<file path="config.mk">
export PLATFORM = sky130hd
export DESIGN_NAME = regfile_mp_sb
export DESIGN_NICKNAME = d
export VERILOG_FILES = /design/src/rtl/regfile_mp_sb_pkg.sv /design/src/rtl/regfile_sb.sv /design/src/rtl/regfile_mp_sb.sv
export SDC_FILE = /design/constraint.sdc
export NUM_CORES = 2
export LEC_CHECK = 0
export BUFFER_PORTS_ARGS = -buffer_cell sky130_fd_sc_hd__buf_4
export CAP_MARGIN = 20
export CELL_PAD_IN_SITES_DETAIL_PLACEMENT = 1
export CELL_PAD_IN_SITES_GLOBAL_PLACEMENT = 2
export CORE_ASPECT_RATIO = 1.1
export CORE_MARGIN = 2
export CORE_UTILIZATION = 47
export DETAILED_ROUTE_END_ITERATION = 8
export GPL_ROUTABILITY_DRIVEN = 0
export PLACE_DENSITY = 0.79
export SYNTH_ARGS = -nofsm -noshare
export SYNTH_HDL_FRONTEND = slang
export SYNTH_SLANG_ARGS = --single-unit
</file>
<file path="constraint.sdc">
create_clock -name clk -period 46.2 [get_ports clk]
set_input_delay 4.62 -clock clk [delete_from_list [all_inputs] [get_ports clk]]
set_output_delay 4.62 -clock clk [all_outputs]
set_load 0.01 [all_outputs]
</file>
<file path="src/rtl/regfile_mp_sb_pkg.sv">
// Shared constants, types and helpers for the multi-port register file
// with busy-bit scoreboard.
package regfile_mp_sb_pkg;

    localparam int DEFAULT_XLEN  = 32;
    localparam int DEFAULT_NREGS = 32;
    localparam int CNT_W         = 16;

    typedef logic [4:0] reg_addr_t;

    localparam reg_addr_t REG_ZERO = 5'd0;

    // Adds 0..2 to a 16-bit counter, sticking at all-ones instead of wrapping.
    function automatic logic [CNT_W-1:0] sat_add16(input logic [CNT_W-1:0] base,
                                                   input logic [1:0]       inc);
        logic [CNT_W:0] sum;
        sum = {1'b0, base} + {{(CNT_W-1){1'b0}}, inc};
        return sum[CNT_W] ? {CNT_W{1'b1}} : sum[CNT_W-1:0];
    endfunction

endpackage

</file>
<file path="src/rtl/regfile_sb.sv">
// Busy-bit scoreboard: one pending-writeback flag per architectural register.
// Priority per register: flush clears all, then issue-set, then writeback-clear.
// Register 0 never goes busy.
// With REGFILE_BYPASS_EN defined, rd_busy is masked for a register that is
// being written back in the same cycle.
module regfile_sb
    import regfile_mp_sb_pkg::*;
#(
    parameter int NREGS  = DEFAULT_NREGS,
    parameter int NUM_RD = 2,
    parameter int NUM_WR = 1,
    localparam int AW    = $clog2(NREGS)
) (
    input  logic                 clk,
    input  logic                 reset,
    input  logic [NUM_WR-1:0]    wr_en,
    input  logic [NUM_WR*AW-1:0] wr_addr,
    input  logic                 sb_set_en,
    input  logic [AW-1:0]        sb_set_addr,
    input  logic                 sb_flush,
    input  logic [NUM_RD*AW-1:0] rd_addr,
    output logic [NUM_RD-1:0]    rd_busy
);

    logic [NREGS-1:0] busy_q;
    logic [NREGS-1:0] busy_d;
    logic [AW-1:0]    lookup_addr;
    logic             lookup_hit;

    // Next busy vector: apply lowest priority first so later steps override.
    always_comb begin
        busy_d = busy_q;
        for (int j = 0; j < NUM_WR; j++) begin
            if (wr_en[j]) begin
                busy_d[wr_addr[j*AW +: AW]] = 1'b0;
            end
        end
        if (sb_set_en && (sb_set_addr != AW'(REG_ZERO))) begin
            busy_d[sb_set_addr] = 1'b1;
        end
        if (sb_flush) begin
            busy_d = '0;
        end
        busy_d[0] = 1'b0;
    end

    // Busy vector register, cleared asynchronously.
    always_ff @(posedge clk or posedge reset) begin
        if (reset) begin
            busy_q <= '0;
        end else begin
            busy_q <= busy_d;
        end
    end

    // Per-read-port busy lookup, with optional same-cycle writeback masking.
    always_comb begin
        rd_busy     = '0;
        lookup_addr = '0;
        lookup_hit  = 1'b0;
        for (int i = 0; i < NUM_RD; i++) begin
            lookup_addr = rd_addr[i*AW +: AW];
            lookup_hit  = busy_q[lookup_addr] && (lookup_addr != AW'(REG_ZERO));
`ifdef REGFILE_BYPASS_EN
            for (int j = 0; j < NUM_WR; j++) begin
                if (wr_en[j] && (wr_addr[j*AW +: AW] == lookup_addr)) begin
                    lookup_hit = 1'b0;
                end
            end
`endif
            rd_busy[i] = lookup_hit;
        end
    end

endmodule

</file>
<file path="src/rtl/regfile_mp_sb.sv">
// Multi-port register file with busy-bit scoreboard for a dual-issue ID stage.
// Storage, write arbitration (higher port index wins), optional write-first
// bypass and the saturating count of writes aimed at register 0.
// Optional feature macro: REGFILE_BYPASS_EN (write-first read bypass).
module regfile_mp_sb
    import regfile_mp_sb_pkg::*;
#(
    parameter int XLEN   = DEFAULT_XLEN,
    parameter int NREGS  = DEFAULT_NREGS,
    parameter int NUM_RD = 2,
    parameter int NUM_WR = 1,
    localparam int AW    = $clog2(NREGS)
) (
    input  logic                   clk,
    input  logic                   reset,
    input  logic [NUM_RD*AW-1:0]   rd_addr,
    output logic [NUM_RD*XLEN-1:0] rd_data,
    output logic [NUM_RD-1:0]      rd_busy,
    input  logic [NUM_WR-1:0]      wr_en,
    input  logic [NUM_WR*AW-1:0]   wr_addr,
    input  logic [NUM_WR*XLEN-1:0] wr_data,
    input  logic                   sb_set_en,
    input  logic [AW-1:0]          sb_set_addr,
    input  logic                   sb_flush,
    output logic [CNT_W-1:0]       x0_wr_cnt
);

    logic [XLEN-1:0]  regs_q [NREGS];
    logic [XLEN-1:0]  regs_d [NREGS];
    logic [CNT_W-1:0] x0_cnt_q;
    logic [CNT_W-1:0] x0_cnt_d;
    logic [1:0]       x0_inc;
    logic [AW-1:0]    read_addr;
    logic [XLEN-1:0]  read_word;

    // Write arbitration: later ports overwrite earlier ones, so port 1 wins a
    // same-address collision; writes to register 0 only bump the counter.
    always_comb begin
        regs_d = regs_q;
        x0_inc = 2'd0;
        for (int j = 0; j < NUM_WR; j++) begin
            if (wr_en[j]) begin
                if (wr_addr[j*AW +: AW] == AW'(REG_ZERO)) begin
                    x0_inc = x0_inc + 2'd1;
                end else begin
                    regs_d[wr_addr[j*AW +: AW]] = wr_data[j*XLEN +: XLEN];
                end
            end
        end
        x0_cnt_d = sat_add16(x0_cnt_q, x0_inc);
    end

    // Register array and x0 write counter, cleared asynchronously.
    always_ff @(posedge clk or posedge reset) begin
        if (reset) begin
            for (int r = 0; r < NREGS; r++) begin
                regs_q[r] <= '0;
            end
            x0_cnt_q <= '0;
        end else begin
            regs_q   <= regs_d;
            x0_cnt_q <= x0_cnt_d;
        end
    end

    // Zero-latency read ports; register 0 is forced to read as zero.
    always_comb begin
        rd_data   = '0;
        read_addr = '0;
        read_word = '0;
        for (int i = 0; i < NUM_RD; i++) begin
            read_addr = rd_addr[i*AW +: AW];
            read_word = (read_addr == AW'(REG_ZERO)) ? '0 : regs_q[read_addr];
`ifdef REGFILE_BYPASS_EN
            for (int j = 0; j < NUM_WR; j++) begin
                if (wr_en[j] && (wr_addr[j*AW +: AW] == read_addr) &&
                    (read_addr != AW'(REG_ZERO))) begin
                    read_word = wr_data[j*XLEN +: XLEN];
                end
            end
`endif
            rd_data[i*XLEN +: XLEN] = read_word;
        end
    end

    assign x0_wr_cnt = x0_cnt_q;

    regfile_sb #(
        .NREGS  (NREGS),
        .NUM_RD (NUM_RD),
        .NUM_WR (NUM_WR)
    ) u_sb (
        .clk         (clk),
        .reset       (reset),
        .wr_en       (wr_en),
        .wr_addr     (wr_addr),
        .sb_set_en   (sb_set_en),
        .sb_set_addr (sb_set_addr),
        .sb_flush    (sb_flush),
        .rd_addr     (rd_addr),
        .rd_busy     (rd_busy)
    );

endmodule

</file>
After elaboration in Yosys (flattened, before gate mapping)
Cells that the tools add are included.
{ "word_totals": {"regBits": 1071, "input_bits": 57, "out_inout_bits": 82, "wordCells": 90} }
{ "op_classes": {"addsub": 1, "magnitude_cmp": 10, "muxes": 25, "n_bitwise": 7, "reduce_logical": 13} }
{ "ops": {"columns": ["operator", "n"], "rows": [
  ["1024-bit bitwise mux", 1],
  ["32-bit binary-select mux with 5-bit select", 2],
  ["32-bit 2-to-1 mux", 10],
  ["32-bit demux with 5-bit select", 1],
  ["32-bit AND", 1],
  ["32-bit inverter", 1],
  ["32-bit OR", 1],
  ["5-bit by 6-bit < comparator with 1-bit output (second input constant)", 4],
  ["6-bit greater-or-equal comparator (second input constant)", 3],
  ["5-bit inverter with 6-bit output", 3],
  ["16-bit by 2-bit adder with 17-bit output", 1],
  ["16-bit 2-to-1 mux", 1],
  ["5-bit logical NOT", 3],
  ["5-bit nonzero test", 3],
  ["1-bit binary-select mux with 5-bit select", 2],
  ["1-bit demux with 5-bit select", 2],
  ["5-bit by 1-bit greater-or-equal comparator with 1-bit output (second input constant)", 2],
  ["1-bit logical AND", 6],
  ["6-bit by 1-bit < comparator with 1-bit output (second input constant)", 1],
  ["1-bit 2-to-1 mux", 6],
  ["2-bit AND reduction", 1],
  ["1-bit inverter", 1]
]} }

Longest topological paths before layout
{ "depth": {"depth_word": 10, "depth_mapped": 10, "depth_no_buf": 7} }

Cells and area by module
A second synthesis with hierarchy kept.
{ "unflattened": {"cells_unflattened": 4030, "hier_area_um2": 57540.2} }
{ "by_module_without_submodules": {"columns": ["mod", "instances", "cells_each", "area_per_inst_um2", "seq_area_each_um2"], "rows": [
  ["regfile_mp_sb", 1, 3800, 55445.7, 26025.0],
  ["regfile_sb", 1, 230, 2094.5, 775.7]
]} }

Worst setup path before layout
Ideal clock, no wire load.
{ "synth_timing": {"path_type": "input -> output", "from": "input port rd_addr[2]", "to": "output port rd_data[10]", "t_arrival_ps": 6182, "t_required_ps": 41580, "path_slack_ps": 35398, "cell_stages": 6, "n_path_buf": 2, "path_cell_list": "buf_4 -> buf_2 -> mux4_2 -> mux2_2 -> a221oi_1 -> a221oi_1"} }
{ "synth_between": {"elab_chain_cells": 5, "word_cells_on_any_way": 6, "classes_between": "4 x mux; 1 x bitwise; 1 x reduce/logical"} }
{ "synth_lines": {"columns": ["item", "line_no", "text"], "rows": [
  ["start: declaration", "regfile_mp_sb.sv:16", "input logic [NUM_RD*AW-1:0] rd_addr,"],
  ["5-bit inverter with 6-bit output (implied by the code)", "regfile_mp_sb.sv:73", "read_word = (read_addr == AW'(REG_ZERO)) ? '0 : regs_q[read_addr];"],
  ["32-bit binary-select mux with 5-bit select", "regfile_mp_sb.sv:73", null],
  ["32-bit 2-to-1 mux (implied by the code) (2 in series)", "regfile_mp_sb.sv:73", null],
  ["32-bit 2-to-1 mux (*)", "regfile_mp_sb.sv:73", null],
  ["end: declaration", "regfile_mp_sb.sv:17", "output logic [NUM_RD*XLEN-1:0] rd_data,"]
]} }
Mark *: on every way between the ends. The rest lies on a longest branch, timed or not. The select of a mux whose other input is x is not followed.

Worst setup path after layout
{ "layout_timing": {"from": "input port rd_addr[7]", "to": "output port rd_data[63]"} }
Same word-level chain as after synthesis.

==> metrics.md <==
| Metric | Value |
|---|---|
| Count of port buffers added during placement | `roughly 140` |
| Area leader, netlist | `dfrtp_1` |
| Share of synthesized registers carrying an async set or reset | `1.000` |
| Proportion of netlist area held by the largest area contributor | `0.4711` |
| Vias after detailed routing | `about 36000` |
| Number of global-route vias before repair | `40080` |
| Global routing's busiest layer | `met2` |
| Layout Utilization | `0.5235` |
| Clk Tree Root Cell | `clkbuf_16` |
| EDFF count, synth | `0` |
| Violated checks | `design-rule violations` |
| Average footprint of a synthesized cell | `15.38 sq um` |
| Initial core utilization | `0.4748` |
| Aggregate global routing overflow | `0` |
| Maximum operating frequency | `73.86 MHz` |
| Clock latency of the later-clocked register in the worst-skew pair | `just over 0.7 ns` |
| Hold Path Class | `register to register` |
| Sequential fraction of the synthesis area | `0.4711` |
| Total track usage | `0.3134` |
| Number of register bits inferred by synthesis | `1071` |
| Shortest period the worst path allows | `13.54 ns` |
| CTS max path bufs | `3` |
| Global-route track usage on met2 | `0.5220` |
| Slowest CP cell | `buf_4` |
| Clock slew seen by the registers of the worst setup and hold paths | `0.06 ns` |
| CTS HTree Levels | `3` |
| GR met1 Demand/Resource | `0.4074` |
| Total standard cell area after synthesis | `0.05689 sq mm` |
| Total I/O pin count | `139` |
| Total CTS buffers | `approximately 120` |
| Setup violation total in the final timing report | `0` |
| First-pass GRT wire length | `283.3 mm` |
| CTS tree | `yes` |
| Initial antenna violation count | `11` |
| Final Max Slew Viols | `0` |
| Cells taking the most area after synthesis | `dfrtp_1, mux2_2, mux4_2` |
| Final-layout setup total negative slack | `0 ns` |
| Worst setup path category | `primary input to primary output` |
| Total core area | `roughly 0.12 sq mm` |
| Most numerous cell types in the synthesized netlist | `dfrtp_1, mux2_2, mux4_2` |
| Count of buffers added by post-CTS timing repair for setup | `0` |
| Area enclosed by the die boundary | `between 0.1 and 0.15 sq mm` |
| Setup repair after global routing missed its margin | `false` |
| Maxcap violations | `0` |
| CP endpoint kind | `primary output` |
| Run status | `complete, but fails checks` |
| Detailed-route DRC error count | `2` |
| Cell type with the highest occurrence count on the critical path | `buf_4` |
| Max-slew headroom at the worst pin | `0.2093` |
| Number of warnings issued by yosys | `0` |
| Arrival time of data at the critical path endpoint | `8.92 ns` |
| Fin nets | `approximately 3700` |
| Die W | `around 340 microns` |
| Number of buffers inserted for hold repair after clock tree synthesis | `0` |
| Global Route met3 Usage | `0.05154` |
| Total of cells resized after clock tree synthesis | `0` |
| Post-synth net total | `between 3000 and 4000` |
| Number of different library cells in the post-synthesis netlist | `47` |
| Final period utilization | `0.2930` |
| Number of optimization iterations in the first detailed-route pass | `8` |
| Clock skew | `0.01121 ns` |
| Power density cells | `44.03 mW/mm^2` |
| DRT Wirelength | `191.8 mm` |
| Leading cell type by number of instances after synthesis | `dfrtp_1` |
| Measured slew at the worst slew-check pin | `1.183 ns` |
| Post-DRT Antenna Nets | `0` |
| Required @ worst endpoint | `41.58 ns` |
| Post-detailed-route wirelength per cell | `~36 microns` |
| Startpoint Class | `primary input` |
| Fraction of layout cells with a size suffix above 1 | `0.5406` |
| Cell count after synthesis | `3700` |
| Worst voltage drop across the vdd grid | `0.03824 mV` |
| Pin count of the biggest net entering global routing | `188` |
| Leak | `0.02710 uW` |
| Synthesis-to-layout area growth | `10.25%` |
| Number of hold violations in the final report | `0` |
| Slowest cell delay on critical path | `0.72 ns` |
| Die outline height | `368.9 microns` |
| Sinks on the clock net | `1071` |
| Cell Rows | `around 130` |
| Number of violations reported at the end of detailed-routing iteration 0 | `3158` |
| Largest fanout on the critical path | `62` |
| List of cells traversed by the critical path | `clkbuf_8, buf_4, buf_4, buf_4, mux4_2, mux2i_1, a221o_1, a31oi_1, buf_4` |
| Prevailing post-synth register cell | `dfrtp_1` |
| Vias per inst | `6.864` |
| Total half-perimeter wirelength after legalization and detailed placement | `111.1 mm` |
==> state kept, by name, indices dropped and copies added (netlist names) <==
| register | cells |
|---|---|
| x0_wr_cnt | 16 |
| regs_q | 1024 |
| u_sb.busy_q | 31 |
==> final timing paths <==
path	startpoint	endpoint	slack, ns	depth (start not counted)
min in group asynchronous	reset	regs_q[578]	4.02	2
max in group asynchronous	reset	regs_q[727]	38.53	6
max	rd_addr[7]	rd_data[63]	32.66	9
max reg2reg	x0_wr_cnt[0]	x0_wr_cnt[2]	43.95	5
min reg2reg	regs_q[1022]	regs_q[1022]	0.39	0
min	regs_q[1022]	regs_q[1022]	0.39	0
==> cell type report <==
cell class                      instances  area (sq um)
Fill cell                           11010         57090
Multi-Input combinational cell       2200         28260
Sequential cell                      1071         26800
Clock buffer                          168          3431
Tap cell                             1552          1942
Timing Repair Buffer                  222          1798
Clock inverter                         42         460.4
Inverter                                2         20.02
Antenna cell                            4         10.01
==> critical path: cells and delay by family <==
kind	cells	cell delay, ns
buffers and inverters	5	2.68
muxes	2	0.43
AOI/OAI and AO/OA	2	1.05
==> logic make-up after synthesis <==
kind of cell    count (synthesis)  synth area share
xor+xnor                        8          0.001232
simple gates                  156           0.01408
buf+inv                       429           0.03613
fa+ha+maj                       2         0.0004398
compound gates                285           0.03737
flops                        1071            0.4711
mux                          1749            0.4397
==> layout by cell type (no fill, tap or decap), types with 5 or more instances in the layout <==
cell type      n
mux2_2      1052
a31oi_1       35
mux2_1         7
mux4_2       494
a21oi_1       20
dfrtp_1     1071
clkinv_2      25
nor3b_1        8
buf_4        210
and3_1         9
nand3b_1       6
nand2_1       35
a221oi_1      92
nor2_4        21
clkinvlp_4     5
a221o_1       35
xor2_1         5
clkbuf_1      21
nand3_1        8
clkbuf_16    118
nand2_2       15
a22oi_1       47
nor2_1        18
clkbuf_8      30
mux2i_1      196
nand4_1        5
bufinv_16      8
and3b_1        5
o21ai_0       50
==> metal layers <==
layer  up-vias  wire length, microns
met5         -                    42
met4         8                  8225
met3       430                 12890
met2      1494                 95550
met1     19910                 75070
li1      14270                     -
==> power by group <==
group          total [uW]  switching, uW  internal [uW]
logic                 556            225            330
clock network         951            395            556
registers            1250            144           1110
total                2760            764           2000
==> per-stage QoR <==
| step | hold slack, ns | cells | power, uW | setup WS [ns] | cell area [sq um] |
|---|---|---|---|---|---|
| floorplan | 0.4246 | 3700 | 1639 | 11.43 | 56890 |
| global placement | 0.3604 | 5042 | 1772 | 32.79 | 58710 |
| detailed placement | 0.3714 | 5043 | 1818 | 32.75 | 58720 |
| CTS | 0.3844 | 5253 | 2774 | 32.73 | 62610 |
| global route | 0.3915 | 5259 | 2872 | 32.60 | 62720 |
| finish | 0.3880 | 5261 | 2761 | 32.66 | 62720 |
No activity file was read; power rests on OpenSTA's default activity.
